<file path="config.mk">
export PLATFORM = sky130hd
export DESIGN_NAME = press_arbiter
export DESIGN_NICKNAME = d
export VERILOG_FILES = /design/src/rtl/game_pkg.sv /design/src/rtl/btn_edge_fsm.sv /design/src/rtl/press_arbiter.sv
export SDC_FILE = /design/constraint.sdc
export NUM_CORES = 1
export LEC_CHECK = 0
export ABC_CLOCK_PERIOD_IN_PS = 2000
export CAP_MARGIN = 20
export CORE_AREA = 3 3 41 43
export CTS_CLUSTER_SIZE = 14
export DETAILED_ROUTE_END_ITERATION = 7
export DIE_AREA = 0 0 44 46
export GPL_ROUTABILITY_DRIVEN = 0
export PLACE_DENSITY = 0.69
export SKIP_LAST_GASP = 1
export SLEW_MARGIN = 20
export SYNTH_ARGS = -nofsm -noshare
export SYNTH_HDL_FRONTEND = slang
export SYNTH_SLANG_ARGS = --single-unit
</file>
<file path="constraint.sdc">
create_clock -name clk -period 2 [get_ports clk]
set_clock_uncertainty 0.05 [all_clocks]
set_input_delay 0.4 -clock clk [delete_from_list [all_inputs] [get_ports clk]]
set_output_delay 0.4 -clock clk [all_outputs]
set_load 0.005 [all_outputs]
</file>
<file path="src/rtl/game_pkg.sv">
// Shared types and defaults for the game datapath slice.
package game_pkg;

    typedef enum logic {RELEASED = 1'b0, PRESSED = 1'b1} btn_state_t;

    typedef enum logic {P1 = 1'b0, P2 = 1'b1} player_t;

    localparam int unsigned DEFAULT_COOLDOWN = 4;

endpackage

</file>
<file path="src/rtl/btn_edge_fsm.sv">
// RELEASED/PRESSED one-shot: edge_out is high only while the state is RELEASED
// and the level is high, so a held button yields a single edge.
module btn_edge_fsm
    import game_pkg::*;
(
    input  logic clk,
    input  logic reset,
    input  logic level,
    output logic edge_out
);

    btn_state_t state, state_nxt;

    always_ff @(posedge clk or negedge reset) begin
        if (!reset) state <= RELEASED;
        else        state <= state_nxt;
    end

    always_comb begin
        state_nxt = RELEASED;
        edge_out  = 1'b0;
        if (level) state_nxt = PRESSED;
        edge_out = (state == RELEASED) & level;
    end

endmodule

</file>
<file path="src/rtl/press_arbiter.sv">
// Two-player press arbiter: edge detect, per-player cooldown, round-robin tie break.
// Optional macro PRESS_ARB_TIE_CANCEL_EN: a same-cycle collision grants no one.
module press_arbiter
    import game_pkg::*;
#(
    parameter int unsigned COOLDOWN = DEFAULT_COOLDOWN,
    parameter int unsigned CD_W     = 3
)
(
    input  logic clk,
    input  logic reset,
    input  logic p1_in,
    input  logic p2_in,
    input  logic game_active,
    output logic p1_step,
    output logic p2_step,
    output logic tie,
    output logic last_winner
);

    localparam logic [CD_W-1:0] CD_LOAD = CD_W'(COOLDOWN);

    logic            edge1, edge2;
    logic            req1, req2;
    logic            gnt1, gnt2, tie_nxt, cancel;
    logic            pend1, pend2, pend1_nxt, pend2_nxt;
    logic [CD_W-1:0] cd1, cd2;
    player_t         lw, lw_nxt;

    btn_edge_fsm u_edge1 (.clk(clk), .reset(reset), .level(p1_in), .edge_out(edge1));
    btn_edge_fsm u_edge2 (.clk(clk), .reset(reset), .level(p2_in), .edge_out(edge2));

    always_comb begin
        req1      = pend1 | (edge1 & (cd1 == '0) & ~pend1 & game_active);
        req2      = pend2 | (edge2 & (cd2 == '0) & ~pend2 & game_active);
        gnt1      = 1'b0;
        gnt2      = 1'b0;
        tie_nxt   = 1'b0;
        cancel    = 1'b0;
        pend1_nxt = pend1;
        pend2_nxt = pend2;
        lw_nxt    = lw;
        if (!game_active) begin
            pend1_nxt = 1'b0;
            pend2_nxt = 1'b0;
        end else if (req1 && req2) begin
            tie_nxt = 1'b1;
`ifdef PRESS_ARB_TIE_CANCEL_EN
            cancel = 1'b1;
`else
            // Winner is the player that did not win last; loser is queued.
            if (lw == P2) begin
                gnt1      = 1'b1;
                pend1_nxt = 1'b0;
                pend2_nxt = 1'b1;
                lw_nxt    = P1;
            end else begin
                gnt2      = 1'b1;
                pend2_nxt = 1'b0;
                pend1_nxt = 1'b1;
                lw_nxt    = P2;
            end
`endif
        end else if (req1) begin
            gnt1      = 1'b1;
            pend1_nxt = 1'b0;
            lw_nxt    = P1;
        end else if (req2) begin
            gnt2      = 1'b1;
            pend2_nxt = 1'b0;
            lw_nxt    = P2;
        end
    end

    always_ff @(posedge clk or negedge reset) begin
        if (!reset) begin
            p1_step <= 1'b0;
            p2_step <= 1'b0;
            tie     <= 1'b0;
            pend1   <= 1'b0;
            pend2   <= 1'b0;
            cd1     <= '0;
            cd2     <= '0;
            lw      <= P2;
        end else begin
            p1_step <= gnt1;
            p2_step <= gnt2;
            tie     <= tie_nxt;
            pend1   <= pend1_nxt;
            pend2   <= pend2_nxt;
            lw      <= lw_nxt;
            cd1     <= (gnt1 | cancel) ? CD_LOAD : ((cd1 != '0) ? cd1 - CD_W'(1) : cd1);
            cd2     <= (gnt2 | cancel) ? CD_LOAD : ((cd2 != '0) ? cd2 - CD_W'(1) : cd2);
        end
    end

    assign last_winner = lw;

endmodule

</file>
### Word level (Yosys, flattened, before mapping)

Cells that the tools add are included.

| cells by class | value |
|---|---|
| add/sub/neg operators | 2 |
| equality and inequality tests | 3 |
| mux-type cells | 27 |
| bitwise gates (word level) | 14 |
| reductions and logical operators | 10 |

Operator list:

| cell | number |
|---|---|
| $mux 1 | 23 |
| $mux 3 | 4 |
| $reduce_bool 3->1 | 3 |
| $and 1x1->1 | 8 |
| $logic_not 3->1 | 2 |
| $ne 3x1->1 const B | 2 |
| $sub 3x1->3 const B | 2 |
| $not 1->1 | 4 |
| $reduce_and 2->1 | 2 |
| $reduce_bool 2->1 | 2 |
| $ne 3x2->1 const B | 1 |
| $or 1x1->1 | 2 |
| $logic_and 1x1->1 | 1 |

| word-level totals | value |
|---|---|
| bits in registers | 14 |
| input bits | 5 |
| output and inout bits | 4 |

### Depth between registers and ports, before layout

Gate-level depths: netlist of the first run.

| logic depth | value |
|---|---|
| depth after elaboration | 11 |
| depth in mapped cells | 5 |
| depth with buffers taken out | 5 |

### By module

From an unflattened synthesis of the first run, not the netlist that was laid out.

| second synthesis, totals | value |
|---|---|
| cells, all modules | 56 |
| area, all modules | 650.6 um^2 |

Modules (own cells, without submodules):

| module | instances | cells each | area an instance (um^2) | seq. area each (um^2) |
|---|---|---|---|---|
| press_arbiter | 1 | 52 | 573.0 | 301.5 |
| btn_edge_fsm | 2 | 2 | 38.8 | 25.0 |

### Worst setup path before layout of the first run

Ideal clock, no wire load.

| timing path | value |
|---|---|
| path kind | reg-to-reg |
| start point | reg cd1[0] |
| end point | reg cd1[2] |
| library setup time | 0.126 ns |
| arrival | 1.311 ns |
| required time | 1.824 ns |
| slack | 0.513 ns |
| cell stages (with the launch flop) | 6 |
| path buffers | 0 |
| period minus slack after synthesis | 1.487 ns |
| path through | dfrtp_1 inv_1 ha_1 and4bb_1 o21a_1 a221o_1 |

| on the way | value |
|---|---|
| cells in the longest elaborated chain, start to end | 9 |
| elaborated cells on any way between the ends | 14 |
| classes of those cells | add/sub: 1; mux: 5; bitwise: 4; reduce/logical: 4 |

Ends and longest elaborated chain:

| element | RTL line | text |
|---|---|---|
| start, declared | press_arbiter.sv:27 | `logic [CD_W-1:0] cd1, cd2;` |
| start signal, assigned | press_arbiter.sv:92 | `cd1 <= (gnt1 \| cancel) ? CD_LOAD : ((cd1 != '0) ? cd1 - CD_W'(1) : cd1);` |
| $logic_not 3->1 | press_arbiter.sv:34 | `req1 = pend1 \| (edge1 & (cd1 == '0) & ~pend1 & game_active);` |
| $and 1x1->1 (3 in a row) | press_arbiter.sv:34 |  |
| $or 1x1->1 | press_arbiter.sv:34 |  |
| $mux 1 / $logic_and 1x1->1 (equally long branches) | press_arbiter.sv:64, press_arbiter.sv:46 |  |
| $mux 1 | press_arbiter.sv:46 | `end else if (req1 && req2) begin` |
| $mux 1 | press_arbiter.sv:43 | `if (!game_active) begin` |
| $mux 3 / $reduce_bool 2->1 (equally long branches) | - |  |

Parallel ways exist; a longest one is shown, timed or not. The select of a mux whose other input is x is not followed.
A chain may end at the register's enable or synchronous reset.

### Worst setup path after layout of the first run

| timing path | value |
|---|---|
| start point | reg lw, in the netlist last_winner |
| end point | out last_winner |

RTL lines:

| element | RTL line | text |
|---|---|---|
| start, declared | press_arbiter.sv:28 | `player_t lw, lw_nxt;` |
| start signal, assigned | press_arbiter.sv:91 | `lw <= lw_nxt;` |
| end, declared | press_arbiter.sv:18 | `output logic last_winner` |

No word-level cell between the ends.

==> results.md, run 1 <==
* Status: completed
* Cell family with most CP delay: flip-flops
* Post-Syn Area per Cell at between 10 and 15 um2
* Via-to-Cell Ratio at 5.07
* Post-CTS sizing at 0
* Share of layout cells above drive strength 1 at just over 9%
* Total CTS buffers at 3
* Top post-synthesis cells by count: 13 x dfrtp_1, 6 x inv_1, 4 x ha_1, 4 x nor2_1
* Full die area at 2020 um2
* Setup TNS at 0 ns
* Most common cell in the netlist: dfrtp_1
* Post-synthesis mux area share at around 1.5%
* Clk slew on worst S/H paths at approximately 0.090 ns
* DR DRC count at 0
* # setup viols final at 0
* Post-route worst setup slack at approximately 0.22 ns
* Synth Area in Adders at under 10%
* Startpoint Class: flop
* Synth Cell Area at between 600 and 700 um2
* Combinational family with the most area after synthesis: compound AO/OA/AOI/OAI gates
* H-tree levels at 1
* Grt ovf at 0
* Crit share post-route at about nine tenths
* Max-cap violations at 0
* Number of distinct library cells after synthesis at 20
* Seq cells post-synth at 14
* Arr. time, crit path at approximately 1.3 ns
* Clk_lat worst skew at around 0.27 ns
* Final net count at 76
* Post-synthesis async set-or-reset flop share at 100%
* Relative slew slack at slightly below 60%
* CP max FO at 4
* Cell Pwr Density at 1230 nW/um2
* Fmax at about 560 MHz
* CTS Sinks at 14
* # IOs at 9
* CTS Buffer Depth at 2
* Drt wl/cell at about 12 um
* Peak VDD IR at 0.000642 V
* DP Worst Slack at 0.216 ns
* Core Rows at 13
* Seq/Total Area, Yosys at between 50% and 60%
* Root Buffer: clkbuf_4
* Critical path capture point type: output pin
* Gate Count Post-Synth at 54
* Worst hold path type: in2async
* Post-Place Cell Area at around 750 um2
* Final instance area at roughly 770 um2
* Fin util at 58.0%
* Via count at around 400
* Vias in the first global route at between 400 and 500
* Worst path max stage delay at between 0.5 and 0.6 ns
* GRT Util Overall at between 10% and 20%
* Final antenna-violating net count at 0
* Largest net degree at the start of global routing at 15
* Critical path class: reg2out
* First-pass GRT wire length at about 1800 um
* Core ar. at between 1000 and 1500 um2
* Number of diodes at 0
* Synth Area in Compound Gates at 15.3%
* Area Overhead vs Synth at 19.3%
* Final wirelength at approximately 1000 um
* # hold bufs at CTS at 0
* First-iteration detailed-routing DRC count at 2
* Initial antenna violation count at 0
* DPL Wire Length at between 700 and 800 um
* Simple-gate area share of the yosys netlist at 15.1%
* Crit path buffers/inverters at 1
* Crit-path slowest cell: dfstp_2
* Die Span Y at 46 um
* Post-synth top flop: dfrtp_1
* Setup Buffers After CTS at 0
* Final hold violation count at 0
* Number of port buffers at 8
* Ranking of synthesized cells by area: dfrtp_1 50%, ha_1 7.7%, dfstp_2 4.1%
* Total Power at approximately 0.00095 W
* Cell accounting for the most synthesized area: dfrtp_1
* Yosys warning total at 0
* Unrepaired setup endpoints after global routing: false
* Post-synth net total at 63
* Final Slew Violations at 0
* CTS tree: built
* Synth top area share at between 50% and 60%
* Critical-path cell list: clkdlybuf4s50_1
* Worst-Margin Slew at slightly above 0.6 ns
* Post-Synth XOR/XNOR Area at 2.70%
* Required @ worst endpoint at 1.55 ns
* Starting Density at between 40% and 50%
* Router iterations before antenna repair at 4
* Post-route minimum period at about 1.8 ns
* EDFF count, synth at 0
* Chip width at 44 um
* Leak at ~0.35 nW
[cell usage in the layout, fill, tap and decap left out, types with 3 or more instances in the layout]
| cell | netlist | routed |
|---|---|---|
| clkbuf_4 | 0 | 3 |
| dfrtp_1 | 13 | 13 |
| inv_1 | 6 | 6 |
| nor2b_1 | 3 | 3 |
| nor2_1 | 4 | 4 |
| a21oi_1 | 3 | 3 |
| clkdlybuf4s50_1 | 0 | 8 |
| ha_1 | 4 | 4 |
[worst paths after layout]
check / startpoint / to / slack (ns) / depth (start not counted)
min in group clk: pend1$_DFFE_PN0P_ / tie$_DFF_PN0_ / 0.49 / 2
worst max-delay path: last_winner$_DFFE_PN1P_ / last_winner / 0.22 / 1
worst min register to register: pend1$_DFFE_PN0P_ / tie$_DFF_PN0_ / 0.49 / 2
worst max register to register: cd1[0]$_DFFE_PN0P_ / cd1[2]$_DFFE_PN0P_ / 0.40 / 5
worst min-delay path: reset / p1_step$_DFF_PN0_ / 0.46 / 1
max in group asynchronous: reset / u_edge2.state$_DFF_PN0_ / 1.03 / 1
[sequential cells by signal, indices dropped and copies added, names as in the netlist]
name / count
cd1: 3
p2_step: 1
pend1: 1
p1_step: 1
pend2: 1
u_edge1.state: 1
cd2: 3
tie: 1
u_edge2.state: 1
last_winner: 1
[routing by layer]
layer,routed length (um),global-route usage (%),vias up
li1,-,-,214
met1,487,16.3,188
met2,440,18.0,7
met3,48,3.95,2
met4,20,9.04,0
met5,0,0,-
[layout make-up]
type | count | area, um2
fill | 105 | 561
sequential | 14 | 352
multi-input combinational | 34 | 274
timing repair buffer | 8 | 80.1
clock buffer | 4 | 26.3
inverter | 6 | 22.5
tap | 15 | 18.8
[cell families after synthesis]
family	count (synthesis)
flops	14
buf+inv	6
mux	1
fa+ha+maj	4
xor+xnor	2
compound gates	12
simple gates	15
[stage by stage]
stage / hold WS [ns] / cells
2_1_floorplan: 0.0544 / 54
3_3_place_gp: 0.468 / 77
3_5_place_dp: 0.467 / 77
4_1_cts: 0.476 / 81
5_1_grt: 0.493 / 81
6_report: 0.456 / 81
[power breakdown]
group / total (W) / switching (W) / internal [W]
combinational: 0.000363 / 0.000170 / 0.000192
sequential: 0.000424 / 0.0000513 / 0.000372
clock: 0.000164 / 0.0000870 / 0.0000771
total: 0.000950 / 0.000309 / 0.000642
Note: power is estimated with default switching activity, not from simulation.
==> inputs of run 2 (changes only) <==
--- a/config.mk
+++ b/config.mk
@@ -13,6 +13,7 @@
 export DIE_AREA = 0 0 44 46
 export GPL_ROUTABILITY_DRIVEN = 0
 export PLACE_DENSITY = 0.69
+export SETUP_SLACK_MARGIN = 0.05
 export SKIP_LAST_GASP = 1
 export SLEW_MARGIN = 20
 export SYNTH_ARGS = -nofsm -noshare
==> results of run 2 <==
No change in the layout: final DEF, timing and power equal those of run 1.
